## src/rtl/lv_efuse_load_ctrl.sv

```systemverilog
// rtl/lv_efuse_load_ctrl.sv - efuse load sequencer: macro read timing, shadow writes, checksum check
//
// Purpose:
//   Reads EFUSE_WORD_NUM words from the efuse macro when the LV control FSM
//   raises its load request. Setup and read-strobe widths are programmable.
//   Each word is written to the register-file shadow registers. The last word
//   is a checksum: the XOR of all preceding words. The valid flag requires the
//   checksum to match and at least one bit in the array to be set.
//
// Ports:
//   i_clk             system clock
//   i_rst             synchronous active-high reset
//   i_efuse_load_req  level load request, held until done
//   o_efuse_load_done one-cycle pulse when a load completes
//   o_efuse_busy      high while a load is in progress
//   o_efuse_vld       checksum-pass flag from the last completed load
//   o_efuse_csb       macro chip select, active low
//   o_efuse_rden      macro read strobe
//   o_efuse_addr      macro word address
//   i_efuse_rdata     macro read data, valid while rden is high
//   o_efuse_wr_en     one-cycle shadow register write strobe
//   o_efuse_wr_addr   shadow register word index
//   o_efuse_wr_data   shadow register write data

module lv_efuse_load_ctrl #(
    parameter int EFUSE_WORD_NUM = 8,
    parameter int EFUSE_DATA_W   = 8,
    parameter int EFUSE_ADDR_W   = 3,
    parameter int RD_SETUP_CYC   = 2,
    parameter int RD_PULSE_CYC   = 4
) (
    input  logic                    i_clk,
    input  logic                    i_rst,
    input  logic                    i_efuse_load_req,
    output logic                    o_efuse_load_done,
    output logic                    o_efuse_busy,
    output logic                    o_efuse_vld,
    output logic                    o_efuse_csb,
    output logic                    o_efuse_rden,
    output logic [EFUSE_ADDR_W-1:0] o_efuse_addr,
    input  logic [EFUSE_DATA_W-1:0] i_efuse_rdata,
    output logic                    o_efuse_wr_en,
    output logic [EFUSE_ADDR_W-1:0] o_efuse_wr_addr,
    output logic [EFUSE_DATA_W-1:0] o_efuse_wr_data
);

    // One shared phase counter serves both SETUP and READ, so it is sized
    // for the longer of the two.
    localparam int CNT_MAX = (RD_SETUP_CYC > RD_PULSE_CYC) ? RD_SETUP_CYC : RD_PULSE_CYC;
    localparam int CNT_W   = $clog2(CNT_MAX + 1);

    localparam logic [CNT_W-1:0]        SETUP_LAST = CNT_W'(RD_SETUP_CYC - 1);
    localparam logic [CNT_W-1:0]        PULSE_LAST = CNT_W'(RD_PULSE_CYC - 1);
    localparam logic [EFUSE_ADDR_W-1:0] IDX_LAST   = EFUSE_ADDR_W'(EFUSE_WORD_NUM - 1);

    typedef enum logic [2:0] {
        S_IDLE  = 3'd0,
        S_SETUP = 3'd1,
        S_READ  = 3'd2,
        S_WRITE = 3'd3,
        S_DONE  = 3'd4
    } state_t;

    state_t                  r_state;
    logic                    r_req_d;
    logic [CNT_W-1:0]        r_cnt;
    logic [EFUSE_ADDR_W-1:0] r_idx;
    logic [EFUSE_DATA_W-1:0] r_xor_acc;
    logic [EFUSE_DATA_W-1:0] r_or_acc;

    logic                    r_done;
    logic                    r_busy;
    logic                    r_vld;
    logic                    r_csb;
    logic                    r_rden;
    logic [EFUSE_ADDR_W-1:0] r_addr;
    logic                    r_wr_en;
    logic [EFUSE_ADDR_W-1:0] r_wr_addr;
    logic [EFUSE_DATA_W-1:0] r_wr_data;

    logic w_start;
    logic w_abort;
    logic w_sum_ok;

    // Only a rising edge starts a load, so a request left high after DONE
    // cannot retrigger. req_d resets to 0, so a request already high when
    // reset releases does start a load.
    assign w_start = (r_state == S_IDLE) && i_efuse_load_req && !r_req_d;

    // Dropping the request mid-load abandons the load. Once DONE is reached,
    // the load completes regardless of the request level.
    assign w_abort = !i_efuse_load_req &&
                     ((r_state == S_SETUP) || (r_state == S_READ) || (r_state == S_WRITE));

    // Evaluated in the last WRITE cycle. At that point r_wr_data holds the
    // checksum word, and both accumulators already include every word that
    // contributes to them.
    assign w_sum_ok = (r_xor_acc == r_wr_data) && (r_or_acc != '0);

    always_ff @(posedge i_clk) begin
        if (i_rst) begin
            r_state   <= S_IDLE;
            r_req_d   <= 1'b0;
            r_cnt     <= '0;
            r_idx     <= '0;
            r_xor_acc <= '0;
            r_or_acc  <= '0;
            r_done    <= 1'b0;
            r_busy    <= 1'b0;
            r_vld     <= 1'b0;
            r_csb     <= 1'b1;
            r_rden    <= 1'b0;
            r_addr    <= '0;
            r_wr_en   <= 1'b0;
            r_wr_addr <= '0;
            r_wr_data <= '0;
        end else begin
            r_req_d <= i_efuse_load_req;
            r_wr_en <= 1'b0;
            r_done  <= 1'b0;

            if (w_abort) begin
                r_state <= S_IDLE;
                r_csb   <= 1'b1;
                r_rden  <= 1'b0;
                r_busy  <= 1'b0;
                r_cnt   <= '0;
            end else begin
                case (r_state)
                    S_IDLE: begin
                        if (w_start) begin
                            r_idx     <= '0;
                            r_addr    <= '0;
                            r_vld     <= 1'b0;
                            r_xor_acc <= '0;
                            r_or_acc  <= '0;
                            r_cnt     <= '0;
                            r_csb     <= 1'b0;
                            r_busy    <= 1'b1;
                            r_state   <= S_SETUP;
                        end
                    end

                    S_SETUP: begin
                        if (r_cnt == SETUP_LAST) begin
                            r_cnt   <= '0;
                            r_rden  <= 1'b1;
                            r_state <= S_READ;
                        end else begin
                            r_cnt <= r_cnt + CNT_W'(1);
                        end
                    end

                    S_READ: begin
                        if (r_cnt == PULSE_LAST) begin
                            // The macro data is captured on the edge that
                            // ends the strobe, while rden is still high.
                            r_cnt     <= '0;
                            r_rden    <= 1'b0;
                            r_wr_en   <= 1'b1;
                            r_wr_addr <= r_idx;
                            r_wr_data <= i_efuse_rdata;
                            if (r_idx != IDX_LAST) begin
                                r_xor_acc <= r_xor_acc ^ i_efuse_rdata;
                            end
                            r_or_acc  <= r_or_acc | i_efuse_rdata;
                            r_state   <= S_WRITE;
                        end else begin
                            r_cnt <= r_cnt + CNT_W'(1);
                        end
                    end

                    S_WRITE: begin
                        if (r_idx == IDX_LAST) begin
                            r_done  <= 1'b1;
                            r_csb   <= 1'b1;
                            r_vld   <= w_sum_ok;
                            r_state <= S_DONE;
                        end else begin
                            // csb stays low across words; only the address moves.
                            r_idx   <= r_idx + EFUSE_ADDR_W'(1);
                            r_addr  <= r_idx + EFUSE_ADDR_W'(1);
                            r_state <= S_SETUP;
                        end
                    end

                    S_DONE: begin
                        r_busy  <= 1'b0;
                        r_state <= S_IDLE;
                    end

                    default: begin
                        r_state <= S_IDLE;
                        r_csb   <= 1'b1;
                        r_rden  <= 1'b0;
                        r_busy  <= 1'b0;
                    end
                endcase
            end
        end
    end

    assign o_efuse_load_done = r_done;
    assign o_efuse_busy      = r_busy;
    assign o_efuse_vld       = r_vld;
    assign o_efuse_csb       = r_csb;
    assign o_efuse_rden      = r_rden;
    assign o_efuse_addr      = r_addr;
    assign o_efuse_wr_en     = r_wr_en;
    assign o_efuse_wr_addr   = r_wr_addr;
    assign o_efuse_wr_data   = r_wr_data;

endmodule

```

## config.mk

```make
export PLATFORM = sky130hd
export DESIGN_NAME = lv_efuse_load_ctrl
export DESIGN_NICKNAME = d
export VERILOG_FILES = /design/src/rtl/lv_efuse_load_ctrl.sv
export SDC_FILE = /design/constraint.sdc
export NUM_CORES = 1
export LEC_CHECK = 0
export ABC_AREA = 0
export CORE_MARGIN = 5
export CORE_UTILIZATION = 40
export DETAILED_ROUTE_END_ITERATION = 10
export PLACE_DENSITY = 0.67
export SKIP_LAST_GASP = 1
export SLEW_MARGIN = 20
export SYNTH_ARGS = -nofsm -noshare
export SYNTH_HDL_FRONTEND = slang
export SYNTH_SLANG_ARGS = --single-unit
```

## constraint.sdc

```tcl
create_clock -name i_clk -period 1.5 [get_ports i_clk]
set_input_delay 0.3 -clock i_clk [delete_from_list [all_inputs] [get_ports i_clk]]
set_output_delay 0.3 -clock i_clk [all_outputs]
set_load 0.1 [all_outputs]
```

==> flow_summary.json, run 1 <==
{
  "cp-start-kind": "register",
  "maxCapViolations": 0,
  "drt-wirelength-per-cell_um": 14.4,
  "p_clk_share_pct": 40.9,
  "ys_ff_latch": 43,
  "viasPerCell": 5.11,
  "cts_hold_buf": 0,
  "postSynthAreaPerCell_um2": 8.28,
  "overflow": 0,
  "grt_max_degree": 28,
  "ys_warn_count": 0,
  "mostFrequentLayoutCells": "dfxtp_1, buf_4, inv_1, a21oi_1, buf_12",
  "antenna_found_initial": 0,
  "nFillCells": 423,
  "slew_viol_final": 0,
  "finalNonFillerCells": 369,
  "rsz0062_at_grt": "yes",
  "area_growth_pct": 52.1,
  "worstMarginPinSlew_ns": 0.390,
  "clock.fmax_mhz": 663,
  "io_buffers": 30,
  "nNetsFinal": 315,
  "cts_root_buf": "clkbuf_8",
  "required_ns": 1.71,
  "clock_sinks": 43,
  "dieArea_um2": 6620,
  "dp_hpwl_mm": 3.69,
  "fin_crit_ns": 1.51,
  "postRouteWirelength_mm": 5.31,
  "worst-endpoint-arrival_ns": 1.72,
  "grt_usage_pct": 16.6,
  "outcome": "finished with violations",
  "num_antenna_cells": 0,
  "slew_headroom_pct": 73.6,
  "ant_nets": 0,
  "worstSkewPairLatency_ns": 0.30,
  "place_inst": 359,
  "htree_levels": 2,
  "finalSetupViolations": 6,
  "skew_ns": 0.00606,
  "async_flop_share_pct": 0,
  "first_pass_iters": 4,
  "dpl-instance-area_um2": 2830,
  "tns_ns": -0.0317,
  "die_h_um": 81.3,
  "pwr-share-comb_pct": 13.8,
  "io_pins": 31,
  "netlist_instances": 246,
  "fin_area_um2": 3100,
  "final_layout_size_suffix_gt1_share_pct": 36.1,
  "fp-row-count": 26,
  "ys.flop_type": "dfxtp_1",
  "start_util_pct": 40.6,
  "crit_path_end_kind": "register",
  "mostFrequentLayoutCell": "dfxtp_1",
  "clock_path_buffers": 2,
  "grt_pass1_wl_mm": 8.51,
  "coreArea_um2": 5010,
  "worstSetupPathType": "reg2reg",
  "tritoncts": "built",
  "violations": "setup timing",
  "grt_pass1_vias": 1828,
  "ir_drop_v": 0.000419,
  "clk_pin_slew_worst_paths_ns": 0.08,
  "power.switching_uw": 648,
  "synth.net_count": 263,
  "synthDistinctLibCells": 41,
  "power_leakage_nw": 1.23,
  "drt_first_iter_violations": 130,
  "crit_path_max_fanout": 27,
  "die_w_um": 81.3,
  "synthesis.area_um2": 2040,
  "min_path_type": "reg2reg",
  "cts_buffers": 5,
  "p_int_mw": 1.98,
  "globalplace.congestion": 0.786,
  "hold_viol": 0,
  "power_density_nw_per_um2": 850,
  "switching_share_pct": 24.6,
  "pwr-share-seq_pct": 45.3,
  "synth_edf_count": 0,
  "timing.final.crit_share_pct": 101,
  "num_vias": 1884,
  "worst_slack_ns": -0.00875,
  "drc": 0,
  "synth_seq_area_share_pct": 42.3
}
-- area by class of cell --
type / instances / area [um^2] / area share [%]
Multi-Input combinational cell: 164 / 1150 / 37.2
Clock buffer: 6 / 72.6 / 2.34
Sequential cell: 43 / 887 / 28.7
Timing Repair Buffer: 59 / 742 / 24.0
Inverter: 25 / 93.8 / 3.03
Clock inverter: 2 / 60.1 / 1.94
Tap cell: 70 / 87.6 / 2.83
-- state kept, by name, summed over array words and instances (netlist names), 3 cells and up --
name	flops
r_state	3
r_cnt	3
r_or_acc	8
o_efuse_wr_addr	3
r_xor_acc	8
o_efuse_wr_data	8
o_efuse_addr	3
-- path summary, 6_finish.rpt --
kind	start	endpoint	slack, ns	cells after the start
worst max-delay path	r_cnt[0]$_SDFFE_PP0P_	r_xor_acc[6]$_SDFFE_PP0P_	-0.009	6
worst min register to register	r_or_acc[1]$_SDFFE_PP0P_	r_or_acc[1]$_SDFFE_PP0P_	0.45	2
worst min-delay path	r_or_acc[1]$_SDFFE_PP0P_	r_or_acc[1]$_SDFFE_PP0P_	0.45	2
worst max register to register	r_cnt[0]$_SDFFE_PP0P_	r_xor_acc[6]$_SDFFE_PP0P_	-0.009	6
-- metal layers --
metal | global-route usage (%) | vias to the layer above | part of all wire, %
li1 | - | 954 | -
met1 | 21.7 | 881 | 46
met2 | 27.2 | 42 | 48
met3 | 3.66 | 7 | 5.0
met4 | 5.07 | 0 | 1.3
met5 | 0 | - | 0
-- worst max-delay path, stage by stage (launching register included) --
cell and delay (ns):
dfxtp_2 0.34, ha_4 0.16, ha_4 0.15, and2_4 0.13
o21a_1 0.19, buf_12 0.17, a311oi_2 0.25
-- cell families (layout without fill, tap and decap cells) --
| family | count (synthesis) | count (layout) | synth area share (%) |
|---|---|---|---|
| DFF | 43 | 43 | 42.3 |
| buffers and inverters | 39 | 92 | 8.97 |
| muxes | 1 | 1 | 0.492 |
| xor gates and xnor gates | 8 | 8 | 3.44 |
| adders and majority gates | 6 | 6 | 3.69 |
| and+or+nand+nor | 77 | 77 | 19.9 |
| AOI/OAI and AO/OA | 72 | 72 | 21.3 |
-- synthesized netlist by cell type, types with 2 or more instances --
library cell   n  share of area [%]
dfxtp_1       43                 42
nand2b_1       3               0.92
nor4_1         3               0.92
o211ai_1       2               0.74
nand3_1       12                3.0
a22oi_1        3                1.1
ha_1           6                3.7
buf_6          3                1.7
nand2_1       25                4.6
nor2_1        10                1.8
clkbuf_1       6                1.1
nor2b_1        5                1.5
nor3_1         5                1.2
buf_4          3                1.1
buf_2          2               0.49
inv_1         25                4.6
xor2_1         8                3.4
and3_1         3               0.92
a21oi_1       34                8.4
o21ai_0       15                3.7
a311oi_1       8                3.4
a21o_1         3                1.1
-- stage by stage --
stage                     hold slack, ns  utilization (%)  power (mW)  setup WS (ns)
after floorplan                    0.425                -        1.42        -0.0410
after global placement             0.432             56.5        1.56         -0.322
after detailed placement           0.442             56.5        1.56         -0.388
after CTS                          0.453             59.6        2.63        -0.0493
after global routing               0.467             61.8        2.73         -0.103
final                              0.450             61.8        2.63       -0.00875
-- power groups by stage --
stage / clock [mW] / sequential, mW / combinational, mW
6_report: 1.08 / 1.19 / 0.364
5_1_grt: 1.14 / 1.20 / 0.391
4_1_cts: 1.09 / 1.19 / 0.350
3_5_place_dp: 0 / 1.22 / 0.346
3_3_place_gp: 0 / 1.22 / 0.341
2_1_floorplan: 0 / 1.26 / 0.154
-- repair_timing --
item,4_1_cts,5_1_grt
endpoints found under the hold margin,0,0
endpoints found under the setup margin,17,33
gates resized for setup,5,33
pin swaps,0,23
setup buffers,0,1
gates cloned,0,1
No activity file was read; power rests on OpenSTA's default activity.
==> run 2: changes to the inputs <==
==> constraint.sdc (replaced) <==
create_clock -name i_clk -period 1.5 [get_ports i_clk]
set_input_delay 0.15 -clock i_clk [delete_from_list [all_inputs] [get_ports i_clk]]
set_output_delay 0.15 -clock i_clk [all_outputs]
set_load 0.1 [all_outputs]
==> flow_summary.json, run 2 (synthesis results as in run 1) <==
{
  "outcome": "finished with violations",
  "violations": "setup timing",
  "tritoncts": "built",
  "area_growth_pct": 52.2,
  "skew_ns": 0.00399,
  "p_clk_share_pct": 32.4,
  "power_leakage_nw": 1.22,
  "grt_usage_pct": 16.0,
  "postRouteWirelength_mm": 5.34,
  "clock.fmax_mhz": 630,
  "num_antenna_cells": 0,
  "io_pins": 31,
  "maxCapViolations": 0,
  "dp_hpwl_mm": 3.56,
  "min_path_type": "reg2reg",
  "r2r_setup_slack_ns": -0.09,
  "clock_sinks": 43,
  "viasPerCell": 5.17,
  "worst-endpoint-arrival_ns": 1.79,
  "antenna_found_initial": 0,
  "fp-row-count": 26,
  "die_w_um": 81.3,
  "finalSetupViolations": 19,
  "holdWs_ns": 0.450,
  "reg2reg_from": "r_cnt[0]$_SDFFE_PP0P_",
  "dieArea_um2": 6620,
  "cp_top_family": "compound AO/OA/AOI/OAI gates",
  "mostFrequentLayoutCells": "dfxtp_1, buf_4, inv_1, a21oi_1, buf_12",
  "grt_use_met2_pct": 25.2,
  "place_inst": 359,
  "fin_util_pct": 61.8,
  "cts_root_buf": "clkbuf_8",
  "p_int_mw": 1.65,
  "clock_path_buffers": 2,
  "globalplace.congestion": 0.785,
  "pwr-share-comb_pct": 16.1,
  "crit_path_max_fanout": 14,
  "io_buffers": 30,
  "top_usage_layer": "met2",
  "first_pass_iters": 4,
  "tns_ns": -0.535,
  "slew_viol_final": 0,
  "critPathSlowestCell": "dfxtp_2",
  "dpl-instance-area_um2": 2830,
  "crit_path_end_kind": "register",
  "ant_nets": 0,
  "grt.met3_usage_pct": 2.66,
  "cp_cell_sequence": "ha_4, ha_4, and2_4, o21a_1, buf_12, a311oi_1",
  "power_density_nw_per_um2": 746,
  "drt_first_iter_violations": 136,
  "timing.final.crit_share_pct": 106,
  "ir_drop_v": 0.000419,
  "cts_buffers": 5,
  "worst_slack_ns": -0.0871,
  "rr_endpoint": "r_xor_acc[6]$_SDFFE_PP0P_",
  "path_common_cell": "ha_4",
  "clk_pin_slew_worst_paths_ns": 0.09,
  "rsz0062_at_grt": "yes",
  "drc": 0,
  "overflow": 0,
  "grt_pass1_wl_mm": 8.20,
  "grt_pass1_vias": 1805,
  "num_vias": 1918,
  "worstSkewPairLatency_ns": 0.30,
  "critPathBufInv": 1,
  "switching_share_pct": 28.7,
  "hold_viol": 0,
  "required_ns": 1.70,
  "mostFrequentLayoutCell": "dfxtp_1",
  "start_util_pct": 40.6,
  "min_path_cells": 2,
  "cp-start-kind": "register",
  "worstMarginPinSlew_ns": 0.411,
  "fin_area_um2": 3100,
  "preCtsSetupSlack_ns": -0.205,
  "die_h_um": 81.3,
  "fin_crit_ns": 1.59,
  "reg2reg_depth": 6,
  "coreArea_um2": 5010,
  "cts_hold_buf": 0,
  "grt_use_met1_pct": 21.7,
  "htree_levels": 2,
  "finalNonFillerCells": 371,
  "nNetsFinal": 317,
  "slowest_delay_ns": 0.34,
  "drt-wirelength-per-cell_um": 14.4,
  "worstHoldStart": "r_or_acc[3]$_SDFFE_PP0P_",
  "pwr-share-seq_pct": 51.6,
  "slew_headroom_pct": 72.2,
  "whs_endpoint": "r_or_acc[3]$_SDFFE_PP0P_",
  "final_layout_size_suffix_gt1_share_pct": 37.9,
  "power.switching_uw": 662,
  "power_mw": 2.31,
  "grt_max_degree": 28,
  "worstSetupPathType": "reg2reg"
}
[run 2: changes by cell type in the layout (fill, tap and decap cells not counted), moves of 2 or more]
cell,previous run,this run
bufinv_16,2,0
a21oi_2,9,11
clkinvlp_4,0,2
o21ai_0,11,13
a21oi_1,25,23
[run 2: power groups by stage]
stage               Clock [mW]  Sequential, mW  Combinational (mW)
floorplan                    0            1.26               0.154
global placement             0            1.22               0.341
detailed placement           0            1.22               0.343
CTS                      0.766            1.19               0.348
global route             0.819            1.20               0.399
finish                   0.748            1.19               0.372
[run 2: timing repair]
item,CTS,global route
gates resized for setup,4,35
pin swaps,0,29
buffers inserted,0,2
endpoints found under the setup margin,19,33
cloned,0,2
[run 2: cell type report]
class                   count  area, um^2
clock inverters             3        20.0
repair buffers             61         779
clock buffers               5        68.8
flip-flops and latches     43         887
multi-input cells         164        1160
well taps                  70        87.6
inverters                  25        96.3
fillers                   417        1910
[run 2: worst max path at each step]
stage | slack [ns] | endpoint | cells past startpoint | startpoint
2_1_floorplan | -0.04 | o_efuse_addr[0]$_SDFFE_PP0P_ | 7 | o_efuse_addr[0]$_SDFFE_PP0P_
3_3_place_gp | -0.16 | o_efuse_csb$_SDFFE_PP1P_ | 4 | i_efuse_load_req
3_5_place_dp | -0.20 | o_efuse_csb$_SDFFE_PP1P_ | 4 | i_efuse_load_req
4_1_cts | -0.06 | r_xor_acc[5]$_SDFFE_PP0P_ | 6 | r_cnt[1]$_SDFFE_PP0P_
5_1_grt | -0.13 | r_xor_acc[6]$_SDFFE_PP0P_ | 6 | r_cnt[0]$_SDFFE_PP0P_
6_report | -0.09 | r_xor_acc[6]$_SDFFE_PP0P_ | 6 | r_cnt[0]$_SDFFE_PP0P_
[run 2: per-layer routing]
metal	wire, um	vias up
met2	2560	47
met4	80	0
met5	0	-
met3	238	8
met1	2460	906
li1	-	957
[run 2: worst register-to-register path: stages (launching register included)]
cell and delay, ns:
dfxtp_2 0.34, ha_4 0.16, ha_4 0.15, and2_4 0.13
o21a_1 0.24, buf_12 0.18, a311oi_1 0.28
==> RTL change 1 (settings of run 1) <==
Re-encode `state_t` (5 states) as one-hot, 5 bits wide.
--- a/src/rtl/lv_efuse_load_ctrl.sv
+++ b/src/rtl/lv_efuse_load_ctrl.sv
@@ -55,8 +55,8 @@
 
-    typedef enum logic [2:0] {
-        S_IDLE  = 3'd0,
-        S_SETUP = 3'd1,
-        S_READ  = 3'd2,
-        S_WRITE = 3'd3,
-        S_DONE  = 3'd4
+    typedef enum logic [4:0] {
+        S_IDLE  = 5'b00001,
+        S_SETUP = 5'b00010,
+        S_READ  = 5'b00100,
+        S_WRITE = 5'b01000,
+        S_DONE  = 5'b10000
     } state_t;
Behaviour: no difference found for any inputs over 10 cycles, from zero or initial values and one cycle with i_rst high; not proved beyond that.
==> RTL change 1 against run 1 <==
The run still ends with setup timing left. Critical path depth stayed put. Worst setup slack worse by 0.086 ns. First-iteration DRC count down 2.3%. Sequential cell count grew 2. Sequential share of layout area is 0.20 points lower. Utilization up 2.7 points. Design area up 6.4%. Hold slack gained 0.048 ns. Area after synthesis is 3.5% higher. Via count is 5.9% higher. Routed wire length up 10%. Power decreased by 8.6%. Critical path type unchanged. Largest power group unchanged.
==> RTL change 1: results (changes against run 1) <==
Run status
  – Outcome: finished, violations left
  – Violated checks: setup timing

Yosys
  – Area share of xor/xnor cells in the synthesized design: 4.10% (+0.66 points)
  – Syn_nets: 242 (-8.0%)
  – Cells after synthesis: 225 (-8.5%)
  – Synth area leaders: dfxtp_1 (43%), mux2i_1 (6.2%), nor2_1 (4.6%), and3_1 (3.9%), ha_1 (3.6%)
  – Top cells by count, synth: dfxtp_1 (45), nor2_1 (26), and3_1 (13), mux2i_1 (13), nand2_1 (12)
  – Synth Area in Compound Gates: 17.3% (-4.0 points)
  – Synth cell types: 48 (+17%)
  – Synth Area in Adders: 3.56% (-0.12 points)

Pwr
  – Leakage: 1.37 nW (+12%)
  – Net Sw Power: 0.659 mW (+1.6%)
  – VDD IR max: 0.419 mV (about the same)

Min path
  – Hold depth: 1 (-1)
  – Hold Path End: r_or_acc[0]$_SDFFE_PP0P_
  – Hold wc startpoint: r_or_acc[0]$_SDFFE_PP0P_

Worst setup path
  – Worst EP arrival: 1.78 ns (+0.06 ns)
  – Worst Path Max Fanout: 5 (-81%)

Routing
  – DR WL/cell: 15.9 µm (+10%)
  – Detailed Route WL: 5.85 mm (+10%)
  – Vias: 1995 (+5.9%)
  – Initial drt markers: 127 (-2.3%)

STA
  – Worst setup margin: -0.0952 ns (-0.0865 ns)
  – Setup TNS: -1.53 ns (-1.50 ns)
  – Clk_skew: 0.00452 ns (-0.00154 ns)
  – WHS: 0.498 ns (+0.0477 ns)
  – Final setup vio count: 33 (+27)
  – Slew @ Worst Pin: 0.404 ns (+0.0140 ns)

GRT
  – GR Util met3: 4.99% (+1.3 points)
  – M2 GR Usage: 31.0% (+3.8 points)
  – Met1 usage: 22.5% (+0.72 points)
  – Pin count of the biggest net entering global routing: 20 (-29%)

CTS
  – Post_cts resized: 23 (+18)
  – Postcts setup bufs: 1 (+1)

Layout
  – Share of layout cells above drive strength 1: 41.6% (+5.5 points)
  – Final #Nets: 314 (-0.32%)
  – Fillers: 421 (-0.47%)

Placement
  – Global placer's final weighted congestion: 0.857 (+9.1%)
  – Hpwl dp: 3.93 mm (+6.7%)
  – Placed instance count: 350 (-2.5%)
==> RTL change 1: critical path, stage by stage, from the launching register on <==
cell and delay [ns]:
dfxtp_4 0.38, xor2_4 0.20, o2111ai_4 0.27, buf_4 0.16, nand4b_1 0.18, a22oi_1 0.21
nor2_1 0.06
==> RTL change 1: routing by layer <==
metal / part of all wire (%) / up-vias
li1: - / 967
met1: 44 / 955
met2: 49 / 61
met3: 5.5 / 12
met4: 1.4 / 0
met5: 0 / -
==> RTL change 1: cell type report <==
cell class,count,area (µm²),area share [%]
clock inverters,2,13.8,0.418
multi-input cells,168,1340,40.7
inverters,7,26.3,0.798
well taps,70,87.6,2.66
repair buffers,70,805,24.4
flip-flops and latches,45,937,28.5
clock buffers,6,82.6,2.51
==> RTL change 1: power groups by stage <==
stage	logic (mW)	registers [mW]	clock network, mW
floorplan	0.133	1.29	0
global placement	0.313	1.25	0
detailed placement	0.317	1.25	0
CTS	0.336	1.23	0.814
global route	0.405	1.23	0.868
finish	0.383	1.23	0.794
==> RTL change 2 (settings of run 1) <==
Made on the original files. Change the parameter `EFUSE_ADDR_W` from 3 to 2.
--- a/src/rtl/lv_efuse_load_ctrl.sv
+++ b/src/rtl/lv_efuse_load_ctrl.sv
@@ -27,3 +27,3 @@
     parameter int EFUSE_DATA_W   = 8,
-    parameter int EFUSE_ADDR_W   = 3,
+    parameter int EFUSE_ADDR_W   = 2,
     parameter int RD_SETUP_CYC   = 2,
Interface: changed (resized o_efuse_addr and o_efuse_wr_addr); port bits go from 31 to 29. The function was not compared with the original's and may differ.
==> RTL change 2 against run 1 <==
The flow still finishes with violations (setup timing). Worst setup slack worse by 0.079 ns. Routed wire length decreased by 11%. Via count is 7.9% lower. Synthesized cell count fell by 13%. Clock skew increased by 0.0069 ns. Area after synthesis shrank 7.1%. Power decreased by 6.4%. Combinational power rose by 59%. Design area fell by 5.0%. Clock power decreased by 33%. Final cell count decreased by 12%. Sequential cell count down 2. Critical path type unchanged. Highest routed layer unchanged.
==> RTL change 2: results (changes against run 1) <==
Placement
  – Global placer's final weighted congestion: 0.809 (+3.0%)
  – Placed instance count: 310 (-14%)
  – Post-DP Area: 0.00264 mm² (-6.9%)
  – Dpl ws: -0.389 ns (-0.00159 ns)
  – Count of input and output buffers: 28 (-6.7%)
  – Hpwl dp: 3.16 mm (-14%)

Routing
  – Vias: 1736 (-7.9%)
  – Initial drt markers: 93 (-28%)
  – Detailed Route WL: 4.70 mm (-11%)
  – DRT Pass-1 Iters: 4 (unchanged)

Layout
  – Share of layout cells above drive strength 1: 38.9% (+2.8 points)
  – Fin cells: 324 (-12%)
  – Final #Nets: 285 (-9.5%)
  – Fillers: 349 (-17%)
  – Core Util, Final: 63.1% (+1.3 points)

GRT
  – First-pass GRT wire length: 7.81 mm (-8.3%)
  – GR Util met3: 2.49% (-1.2 points)
  – Number of global-route vias before repair: 1629 (-11%)
  – M2 GR Usage: 25.0% (-2.2 points)
  – Met1 usage: 21.1% (-0.65 points)
  – GRT Total Usage: 15.9% (-0.68 points)
  – Pin count of the biggest net entering global routing: 21 (-25%)

CTS
  – Clk root buf: clkbuf_8

Yosys
  – Top cells by count, synth: dfxtp_1 (41), nor2_1 (23), a21oi_1 (21)
  – Synth cell types: 39 (-4.9%)
  – Register area share after synthesis: 43.4% (+1.1 points)
  – Ys async rst share: 0% (unchanged)
  – Synth area leaders: dfxtp_1 (43%), a21oi_1 (5.6%), mux2i_1 (5.3%), nor2_1 (4.6%), a311oi_1 (3.7%)
  – Cells after synthesis: 214 (-13%)
  – Syn_nets: 230 (-13%)

Worst setup path
  – Worst Path Max Fanout: 10 (-63%)
  – Largest stage delay, worst path: 0.42 ns (+0.08 ns)
  – Slowest stage cell on the critical path: or3b_4

Pwr
  – VDD IR max: 0.609 mV (+45%)
  – Leakage: 1.22 nW (-0.47%)

STA
  – Slew @ Worst Pin: 0.364 ns (-0.0255 ns)
  – Worst setup margin: -0.0877 ns (-0.0789 ns)
  – Clk_skew: 0.0129 ns (+0.00688 ns)
  – Final setup vio count: 21 (+15)

Run status
  – Violated checks: setup timing
  – Outcome: finished, violations left
-- RTL change 2: cells by family after synthesis --
family	Yosys count	share of synthesized area, %
multiplexers	11	5.89
XOR/XNOR	8	3.71
buffers and inverters	26	5.29
AND/OR/NAND/NOR	67	19.2
AO/OA/AOI/OAI	56	19.2
flip-flops	41	43.4
adder cells (fa/ha/maj)	5	3.31
-- RTL change 2: power by group --
group          internal [mW]  switching [mW]  total (mW)
Sequential              1.13          0.0357        1.16
Clock                  0.328           0.393       0.721
Combinational          0.263           0.317       0.580
Total                   1.72           0.746        2.46
-- RTL change 2: final timing paths --
kind / startpoint / endpoint / slack (ns) / depth (start not counted)
setup / recovery: r_state[0]$_SDFFE_PP0P_ / o_efuse_wr_data[7]$_SDFFE_PP0P_ / -0.09 / 5
hold / removal: r_or_acc[1]$_SDFFE_PP0P_ / r_or_acc[1]$_SDFFE_PP0P_ / 0.49 / 2
setup reg to reg: r_state[0]$_SDFFE_PP0P_ / o_efuse_wr_data[7]$_SDFFE_PP0P_ / -0.09 / 5
hold reg to reg: r_or_acc[1]$_SDFFE_PP0P_ / r_or_acc[1]$_SDFFE_PP0P_ / 0.49 / 2
-- RTL change 2: repair_timing --
| item | 4_1_cts | 5_1_grt |
|---|---|---|
| setup endpoints to repair | 26 | 34 |
| pin swaps | 23 | 18 |
| setup buffers | 4 | 3 |
| endpoints found under the hold margin | 0 | 0 |
| resized for setup | 24 | 18 |
| cloned | 1 | 0 |
| hold buffers | 0 | 0 |
-- RTL change 2: cell type report --
class / count / area share, %
Clock buffer: 6 / 2.47
Tap cell: 54 / 2.30
Clock inverter: 2 / 0.510
Timing Repair Buffer: 60 / 25.1
Inverter: 14 / 1.79
Sequential cell: 41 / 28.8
Multi-Input combinational cell: 147 / 39.1
-- RTL change 2: layer usage --
layer | vias up | wire, µm
met3 | 9 | 132
met5 | - | 0
li1 | 867 | -
met4 | 0 | 107
met1 | 830 | 2160
met2 | 30 | 2310
-- RTL change 2: worst reg2reg max path, cell delays in order (launching register included) --
cell and delay [ns]:
dfxtp_2 0.32, or3b_4 0.42, a2111o_1 0.37, buf_6 0.16
mux2i_1 0.16, nor2_1 0.05
-- RTL change 2: metrics by stage --
stage	power [mW]	setup TNS, ns
after global placement	1.68	-10.11
final	2.46	-1.33
after floorplan	1.48	-0.775
after CTS	2.47	-1.10
after detailed placement	1.68	-10.50
after global routing	2.58	-3.25
